**src/rtl/instr_feeder_if.sv**
```systemverilog
// Handshake bundle between the instruction loader / processor side and instr_feeder.
// Carries the FIFO write channel and the tick-synchronous instruction output.
interface instr_feeder_if;
    logic       wr_valid;
    logic [8:0] wr_data;
    logic       wr_ready;
    logic [3:0] tick;
    logic [8:0] din;

    modport master (
        output wr_valid,
        output wr_data,
        output tick,
        input  wr_ready,
        input  din
    );

    modport slave (
        input  wr_valid,
        input  wr_data,
        input  tick,
        output wr_ready,
        output din
    );
endinterface

```
**src/rtl/instr_feeder.sv**
```systemverilog
// Instruction FIFO that feeds simple_proc's din in step with its one-hot tick,
// issuing whole instructions only and substituting NOPs otherwise.
module instr_feeder #(
    parameter int DEPTH = 8,
    parameter int AW    = 3
) (
    input  logic          clk,
    input  logic          rst,
    instr_feeder_if.slave bus,
    output logic [AW:0]   count,
    output logic          empty,
    output logic          full,
    output logic [15:0]   issued,
    output logic          seq_err
);

    typedef enum logic {ST_ISSUE, ST_IMM} state_t;

    state_t        state;
    logic [8:0]    mem [DEPTH];
    logic [AW-1:0] wr_ptr;
    logic [AW-1:0] rd_ptr;
    logic [8:0]    head;
    logic          push;
    logic          pop;
    logic          head_ready;
    logic          to_imm;
    logic          to_issue;
    logic          set_err;
    logic          issue_now;
    logic [8:0]    din_c;

    function automatic logic is_two_word(input logic [8:0] w);
        return (w[8:6] == 3'b111) || (w[8:6] == 3'b010);
    endfunction

    assign head  = mem[rd_ptr];
    assign full  = (count == (AW+1)'(DEPTH));
    assign empty = (count == '0);
    assign push  = bus.wr_valid && !full;

    assign bus.wr_ready = !full;
    assign bus.din      = din_c;

    // A two-word instruction only counts as ready once its immediate is buffered too.
    assign head_ready = is_two_word(head) ? (count >= (AW+1)'(2)) : (count != '0);

    always_comb begin
        din_c     = 9'd0;
        pop       = 1'b0;
        to_imm    = 1'b0;
        to_issue  = 1'b0;
        set_err   = 1'b0;
        issue_now = 1'b0;
        case (state)
            ST_ISSUE: begin
                if (bus.tick == 4'b1000 && head_ready) begin
                    din_c     = head;
                    pop       = 1'b1;
                    issue_now = 1'b1;
                    to_imm    = is_two_word(head);
                end
            end
            ST_IMM: begin
                case (bus.tick)
                    4'b0001, 4'b0010: din_c = head;
                    4'b0100: begin
                        din_c    = head;
                        pop      = 1'b1;
                        to_issue = 1'b1;
                    end
                    default: begin
                        // Out-of-order tick: drop the immediate so the stream realigns.
                        pop      = 1'b1;
                        set_err  = 1'b1;
                        to_issue = 1'b1;
                    end
                endcase
            end
            default: din_c = 9'd0;
        endcase
    end

    // FIFO storage is intentionally left uncleared by reset.
    always_ff @(posedge clk) begin
        if (push) begin
            mem[wr_ptr] <= bus.wr_data;
        end
    end

    always_ff @(posedge clk or negedge rst) begin
        if (!rst) begin
            state   <= ST_ISSUE;
            wr_ptr  <= '0;
            rd_ptr  <= '0;
            count   <= '0;
            issued  <= '0;
            seq_err <= 1'b0;
        end else begin
            if (push) begin
                wr_ptr <= wr_ptr + 1'b1;
            end
            if (pop) begin
                rd_ptr <= rd_ptr + 1'b1;
            end
            if (push && !pop) begin
                count <= count + 1'b1;
            end else if (pop && !push) begin
                count <= count - 1'b1;
            end
            if (issue_now) begin
                issued <= issued + 16'd1;
            end
            if (set_err) begin
                seq_err <= 1'b1;
            end
            if (to_imm) begin
                state <= ST_IMM;
            end else if (to_issue) begin
                state <= ST_ISSUE;
            end
        end
    end

endmodule

```
**src/flat_wrapper.sv**
```systemverilog
// flat-port wrapper written by rule: the top's interface ports become plain ports
module instr_feeder_flat 
#(
    parameter int DEPTH = 8,
    parameter int AW    = 3
)
  (clk, rst, count, empty, full, issued, seq_err, bus_wr_valid, bus_wr_data, bus_tick, bus_wr_ready, bus_din);
  instr_feeder_if bus_i ();
  input  logic clk;
  input  logic rst;
  output logic [AW:0] count;
  output logic empty;
  output logic full;
  output logic [15:0] issued;
  output logic seq_err;
  input wire logic [$bits(bus_i.wr_valid)-1:0] bus_wr_valid;
  input wire logic [$bits(bus_i.wr_data)-1:0] bus_wr_data;
  input wire logic [$bits(bus_i.tick)-1:0] bus_tick;
  output wire logic [$bits(bus_i.wr_ready)-1:0] bus_wr_ready;
  output wire logic [$bits(bus_i.din)-1:0] bus_din;
  assign bus_i.wr_valid = bus_wr_valid;
  assign bus_i.wr_data = bus_wr_data;
  assign bus_i.tick = bus_tick;
  assign bus_wr_ready = bus_i.wr_ready;
  assign bus_din = bus_i.din;
  instr_feeder #(.DEPTH(DEPTH), .AW(AW)) u_core (.clk(clk), .rst(rst), .bus(bus_i), .count(count), .empty(empty), .full(full), .issued(issued), .seq_err(seq_err));
endmodule
```
**config.mk**
```make
export PLATFORM = sky130hd
export DESIGN_NAME = instr_feeder_flat
export DESIGN_NICKNAME = d
export VERILOG_FILES = /design/src/rtl/instr_feeder_if.sv /design/src/rtl/instr_feeder.sv /design/src/flat_wrapper.sv
export SDC_FILE = /design/constraint.sdc
export NUM_CORES = 1
export LEC_CHECK = 0
export ABC_AREA = 1
export CORE_ASPECT_RATIO = 0.75
export CORE_MARGIN = 4
export CORE_UTILIZATION = 55
export CTS_CLUSTER_DIAMETER = 50
export DETAILED_ROUTE_END_ITERATION = 7
export MAX_ROUTING_LAYER = met4
export PLACE_DENSITY = 0.84
export SYNTH_ARGS = -nofsm -noshare
export SYNTH_HDL_FRONTEND = slang
export SYNTH_SLANG_ARGS = --single-unit
```
**constraint.sdc**
```tcl
create_clock -name clk -period 3.1 [get_ports clk]
set_input_delay 0.62 -clock clk [delete_from_list [all_inputs] [get_ports clk]]
set_output_delay 0.62 -clock clk [all_outputs]
set_load 0.005 [all_outputs]
```
==> results of run 1 <==
[worst paths after layout]
kind	endpoint	slack, ps	cells after the start
max	bus_din[5]	6	13
min	u_core.issued[13]	520	2
max reg2reg	u_core.count[3]	150	18
min reg2reg	u_core.issued[13]	520	2
max in group asynchronous	u_core.rd_ptr[2]	2180	2
min in group asynchronous	u_core.issued[7]	630	2
[logic make-up (layout without fill, tap and decap cells)]
family | count (synthesis) | count (layout) | share of synthesized area, %
AND/OR/NAND/NOR | 217 | 217 | 19.6
flip-flops | 100 | 100 | 62.0
buffers and inverters | 61 | 146 | 5.91
AO/OA/AOI/OAI | 52 | 52 | 6.83
XOR/XNOR | 19 | 19 | 3.61
adder cells (fa/ha/maj) | 7 | 7 | 2.06
[power breakdown]
part           leakage [nW]  switching (mW)  internal, mW
Clock                 0.106           0.480         0.394
Combinational          1.23            1.03         0.696
Sequential             1.02           0.163          1.67
Total                  2.35            1.68          2.76
[area by class of cell]
type,instances,share of cell area (%)
Timing Repair Buffer,84,13.1
Inverter,46,3.09
Clock inverter,7,1.61
Sequential cell,100,50.6
Tap cell,105,2.32
Clock buffer,9,2.19
Multi-Input combinational cell,295,27.1
[worst max-delay path: stages, from the launching register on]
cell	delay [ps]
dfrtp_2	480
inv_4	120
buf_6	180
nor2_1	70
o21ai_1	190
nand2_1	170
o21ai_4	140
nand3_4	120
nand2_2	80
nand2_2	60
nand2_4	80
buf_12	120
nor2_1	50
dlygate4sd2_1	250
[state kept, by name (all words and copies together) (netlist names)]
signal          count
u_core.count        4
u_core.issued      16
u_core.mem         72
u_core.rd_ptr       3
u_core.seq_err      1
u_core.state        1
u_core.wr_ptr       3
[per-stage QoR]
stage | setup slack (ps) | hold slack (ps)
after CTS | 0.475 | 516
after global routing | -108 | 550
after detailed placement | -229 | 489
after floorplan | 251 | 324
after global placement | -141 | 489
final | 6.14 | 524
[cells in the final DEF (no fill, tap or decap), types with 7 or more instances in the layout]
cell / Yosys / layout
nand2_1: 116 / 112
edfxtp_1: 72 / 72
nor2_1: 60 / 58
inv_1: 44 / 44
clkdlybuf4s50_1: 0 / 35
buf_4: 1 / 32
o21ai_0: 30 / 29
dfrtp_1: 28 / 26
nand3_1: 22 / 19
o221ai_1: 12 / 12
xor2_1: 12 / 12
clkbuf_8: 0 / 9
nor3_1: 8 / 8
dlygate4sd2_1: 0 / 8
o21ai_1: 6 / 7
xnor2_1: 7 / 7
[per-layer routing]
metal / vias to the layer above / global-route usage [%] / share of wire (%)
met5: - / - / 0
met2: 147 / 36.9 / 51
met1: 1661 / 29.0 / 39
met3: 14 / 5.76 / 8.2
met4: 0 / 5.68 / 1.0
li1: 1677 / - / -
[timing repair]
| item | in CTS | in global routing |
|---|---|---|
| setup buffers | 3 | 1 |
| gates resized for setup | 20 | 24 |
| setup endpoints to repair | 9 | 9 |
| pin swaps | 1 | 2 |
==> impl_results.md, run 1 <==
- Status: complete, no violations
- Clock Skews: 11.3 ps
- Total power: 4.44 mW
- Ant. Diodes: 0
- Area of the multi-input gates: 1540 um2
- Detailed-route via count: 3,499
- Fill count: 534
- Drt wl/cell: 16.7 um
- WP data required: 2480 ps
- Asr flop ratio synth: 28.0%
- Layout cells sized above 1: 15.2%
- Placed Area: 5380 um2
- Post-synthesis cell type count: 30
- Max Fclk: 323 MHz
- Clk sinks: 100
- Via/cell ratio: 5.42
- YS warnings: 0
- Fin crit share: 99.8%
- Relative slew slack: 68.8%
- Slew of the pin with the lowest slew margin: 464 ps
- RD Place Congestion: 0.890
- Cells after Synth: 456
- Post-layout util: 70.6%
- Final setup fails: 0
- IO Port Bufs: 48
- Vias in the first global route: 3,467
- Number of synthesized flops with an enable pin: 72
- Total global routing overflow: 0
- Top post-synthesis cells by area: edfxtp_1, dfrtp_1, nand2_1, nor2_1, inv_1
- Critical Path Start: u_core.rd_ptr[0]
- Setup Crit Path Kind: reg2out
- Reported max-cap violation count: 0
- CP Data Arrival Time: 2470 ps
- Global-route wire length before repair: 17,000 um
- Clock transition at path regs: 100 ps
- Largest net degree at the start of global routing: 29
- TritonCTS clock tree: built
- DRT Pass-1 Iters: 5
- Setup crit start kind: flip-flop
- Starting DRT DRC Count: 286
- Placed cells: 626
- Post-route cell area: 5670 um2
- #FFs+latches synth: 100
- Overall die height: 87.3 um
- Final WL: 10,800 um
- Fin cells: 646
- Lkg Pwr: 2.35 nW
- Slew Limit Fails: 0
- Detail Route Antenna Nets: 0
- CTS buffer count: 9
- H-Tree Depth: 3
- Hold_sp: u_core.issued[13]
- Top cells by count, synth: nand2_1, edfxtp_1, nor2_1
- Core ar.: 8020 um2
- Register area share after synthesis: 62.0%
- Die X: 114 um
- Min-Delay Path Class: reg2reg
- Largest area contributor in the netlist: edfxtp_1
- Most common cell in the synthesized netlist: nand2_1
- R2R Path Start: u_core.rd_ptr[0]
- Num rows: 28
- Crit. End Element: output port
- Power density cells: 783 nW/um2
- CTS Root Cell: clkbuf_8
- # hold bufs at CTS: 0
- Post-DP HPWL: 7110 um
- Clock Tree Buf Depth: 2
- Setup TNS: 0 ps
- Ports: 49
- Synth Net Count: 479
- Register area: 2870 um2
- Initial core utilization: 57.5%
- VDD IR max: 0.440 mV
- Worst-skew pair later-pin latency: 360 ps
- Final hold violations: 0
- Top FF cell, synth: edfxtp_1
- GRT Total Usage: 22.8%
- Mapped Avg Cell Area: 10.1 um2
- Initial antenna violation count: 0
- Number of remaining DRC errors: 0
- Cell Area, Synth: 4610 um2
- Yosys top cell area share: 46.9%
- Die area: 9930 um2
- Fin crit period: 3090 ps
- Crit-path max FO: 15
- Area delta synth->final: 22.8%
- Nets: 559
(Power assumes the default switching activity.)
==> run 2, diff against run 1 <==
Settings changed: PLACE_DENSITY 0.84 to 0.88.
==> run 2 against run 1 <==
Effect of this change: non-clock buffer count up 3; critical path depth down 4; worst setup slack better by 38 ps; largest power group unchanged; critical endpoint is now bus_din[1]; hold slack worse by 1.2 ps; first-iteration DRC count up 33%; global-route usage up 1.0 points; sequential power about the same; core utilization up 0.36 points.
==> impl_results.md, run 2 (synthesis results as in run 1) <==
- Crit path depth: 9 (was 13)
- Hold EP: u_core.issued[8] (was u_core.issued[13])
- Most frequent cells in the layout: nand2_1, edfxtp_1, nor2_1 (unchanged)
- Largest net degree at the start of global routing: 29 (unchanged)
- Clock Skews: 11.2 ps (was 11.3 ps)
- Final WL: 11,100 um (was 10,800 um)
- Power density cells: 765 nW/um2 (was 783 nW/um2)
- R2R Path Start: u_core.count[3] (was u_core.rd_ptr[0])
- Fill count: 514 (was 534)
- # hold bufs at CTS: 0 (unchanged)
- VDD IR max: 0.511 mV (was 0.440 mV)
- Detail Route Antenna Nets: 0 (unchanged)
- Top reg by flops: u_core.mem (unchanged)
- Critical path buffers and inverters: 3 (was 4)
- Via/cell ratio: 5.51 (was 5.42)
- Most common cell after layout, fill and taps aside: nand2_1 (unchanged)
- Clock transition at path regs: 90 ps (was 100 ps)
- Critical Path Start: bus_tick[2] (was u_core.rd_ptr[0])
- Slowest stage delay, CP: 490 ps (was 480 ps)
- H-Tree Depth: 3 (unchanged)
- Vias in the first global route: 3,563 (was 3,467)
- Total power: 4.35 mW (was 4.44 mW)
- Largest regs: u_core.mem: 72 flops, u_core.issued: 16 flops, u_core.count: 4 flops (unchanged)
- Place WS: -308 ps (was -229 ps)
- CTS Root Cell: clkbuf_8 (unchanged)
- CP dominant cell by count: nor2_1
- Area of the multi-input gates: 1520 um2 (was 1540 um2)
- TritonCTS clock tree: built (unchanged)
- Crit. End Element: output port (unchanged)
- Post-DP HPWL: 7500 um (was 7110 um)
- Reported max-cap violation count: 0 (unchanged)
- Ant. Diodes: 0 (unchanged)
- CTS buffer count: 9 (unchanged)
- Die X: 114 um (unchanged)
- Min-Delay Path Class: reg2reg (unchanged)
- Number of remaining DRC errors: 0 (unchanged)
- Initial core utilization: 57.5% (unchanged)
- Relative slew slack: 67.1% (was 68.8%)
- Area delta synth->final: 23.4% (was 22.8%)
- Setup WS post-layout: 44.4 ps (was 6.14 ps)
- Setup Crit Path Kind: in2out (was reg2out)
- Register area: 2860 um2 (was 2870 um2)
- Detailed-route via count: 3,579 (was 3,499)
- Psw: 1.63 mW (was 1.68 mW)
- Total global routing overflow: 0 (unchanged)
- Fin crit period: 3060 ps (was 3090 ps)
- Initial antenna violation count: 0 (unchanged)
- Lkg Pwr: 2.40 nW (was 2.35 nW)
- Worst-skew pair later-pin latency: 350 ps (was 360 ps)
- Slew of the pin with the lowest slew margin: 490 ps (was 464 ps)
- Clk sinks: 100 (unchanged)
- Fin cells: 649 (was 646)
- Crit-path cells: clkdlybuf4s50_1 > nor2_1 > and3_1 > or2_2 > a31o_4 > nand2_4 > buf_12 > nor2_1 > dlygate4sd2_1 (was inv_4 > buf_6 > nor2_1 > o21ai_1 > nand2_1 > o21ai_4 > nand3_4 > nand2_2 > nand2_2 > nand2_4 > buf_12 > nor2_1 > dlygate4sd2_1)
- Max Fclk: 327 MHz (was 323 MHz)
- Final hold violations: 0 (unchanged)
- Drt wl/cell: 17.1 um (was 16.7 um)
- Num rows: 28 (unchanged)
- Ports: 49 (unchanged)
- Die area: 9930 um2 (unchanged)
- Global-route wire length before repair: 17,800 um (was 17,000 um)
- Clock Power Share: 17.3% (was 19.7%)
- Clock Tree Buf Depth: 2 (unchanged)
- Core ar.: 8020 um2 (unchanged)
- RD Place Congestion: 0.902 (was 0.890)
- Slew Limit Fails: 0 (unchanged)
- R2R Setup Slk: 180 ps (was 150 ps)
- Switching Share: 37.4% (was 37.8%)
- Starting DRT DRC Count: 380 (was 286)
- Crit path max-delay family: buffers and inverters (unchanged)
- DRT Pass-1 Iters: 5 (unchanged)
- GRT Total Usage: 23.8% (was 22.8%)
- Status: complete, no violations (unchanged)
- Crit-path slowest cell: clkdlybuf4s50_1 (was dfrtp_2)
- Hold_sp: u_core.issued[8] (was u_core.issued[13])
- IO Port Bufs: 48 (unchanged)
- R2R cell count: 15 (was 18)
- Worst r2r dst: u_core.count[3] (unchanged)
- Overall die height: 87.3 um (unchanged)
- Nets: 562 (was 559)
- CP Data Arrival Time: 2440 ps (was 2470 ps)
- Pint: 2.73 mW (was 2.76 mW)
- Final setup fails: 0 (unchanged)
- Layout cells sized above 1: 13.6% (was 15.2%)
- Combinational fraction of design power: 40.7% (was 39.0%)
- Placed cells: 628 (was 626)
- Largest register FFs: 72 (unchanged)
- Setup crit start kind: input pin (was flip-flop)
- Fin crit share: 98.6% (was 99.8%)
- Post-layout util: 71.0% (was 70.6%)
- WP data required: 2480 ps (about the same)
- Crit-path max FO: 6 (was 15)
- Hold Crit Depth: 2 (unchanged)
- Seq pwr share: 42.0% (was 41.3%)
-- run 2: cell types whose count changed in the layout (fill, tap and decap cells not counted), moves of 3 or more --
cell,change
nand2_2,-3
dlymetal6s2s_1,+3
nand2_1,+3
clkbuf_2,-5
-- run 2: how the worst max path moves through the flow --
stage | endpoint | slack, ps
global placement | bus_din[7] | -160
CTS | bus_din[8] | -160
finish | bus_din[1] | 40
detailed placement | u_core.count[3] | -310
global route | bus_din[1] | -40
floorplan | u_core.count[3] | 250
-- run 2: layout make-up --
cell class	instances	area share, %
clock buffers	10	2.24
clock inverters	6	0.813
inverters	46	3.12
multi-input cells	295	26.7
flip-flops and latches	100	50.3
well taps	105	2.31
repair buffers	87	14.6
-- run 2: metal layers --
metal / vias to the layer above / global-route usage (%) / share of wire [%]
met2: 164 / 39.7 / 51
met1: 1708 / 30.4 / 41
met5: - / - / 0
li1: 1683 / - / -
met4: 0 / 6.77 / 1.8
met3: 24 / 4.03 / 6.5
-- run 2: through the flow --
stage                     hold WS, ps  TNS, ps  instance area [um2]
after floorplan                   324        0                 4610
after global placement            491    -1280                 5390
after detailed placement          499    -1950                 5390
after CTS                         522     -159                 5580
after global routing              553     -127                 5690
final                             522        0                 5690
-- run 2: power groups by stage --
stage / combinational (mW) / sequential, mW / clock, mW
2_1_floorplan: 0.993 / 1.81 / 0
3_3_place_gp: 1.53 / 1.82 / 0
3_5_place_dp: 1.62 / 1.84 / 0
4_1_cts: 1.64 / 1.82 / 0.757
5_1_grt: 1.96 / 1.85 / 0.807
6_report: 1.77 / 1.83 / 0.755
-- run 2: what timing repair did --
item | CTS | global route
pin swaps | 1 | 4
resized for setup | 15 | 17
setup endpoints to repair | 9 | 10
gates cloned | 0 | 1
buffers inserted | 0 | 4
-- run 2: tightest hold or removal path: stages, from the launching register on --
cell and delay [ps]:
dfrtp_1 380, nand2_1 60, nand2_1 60
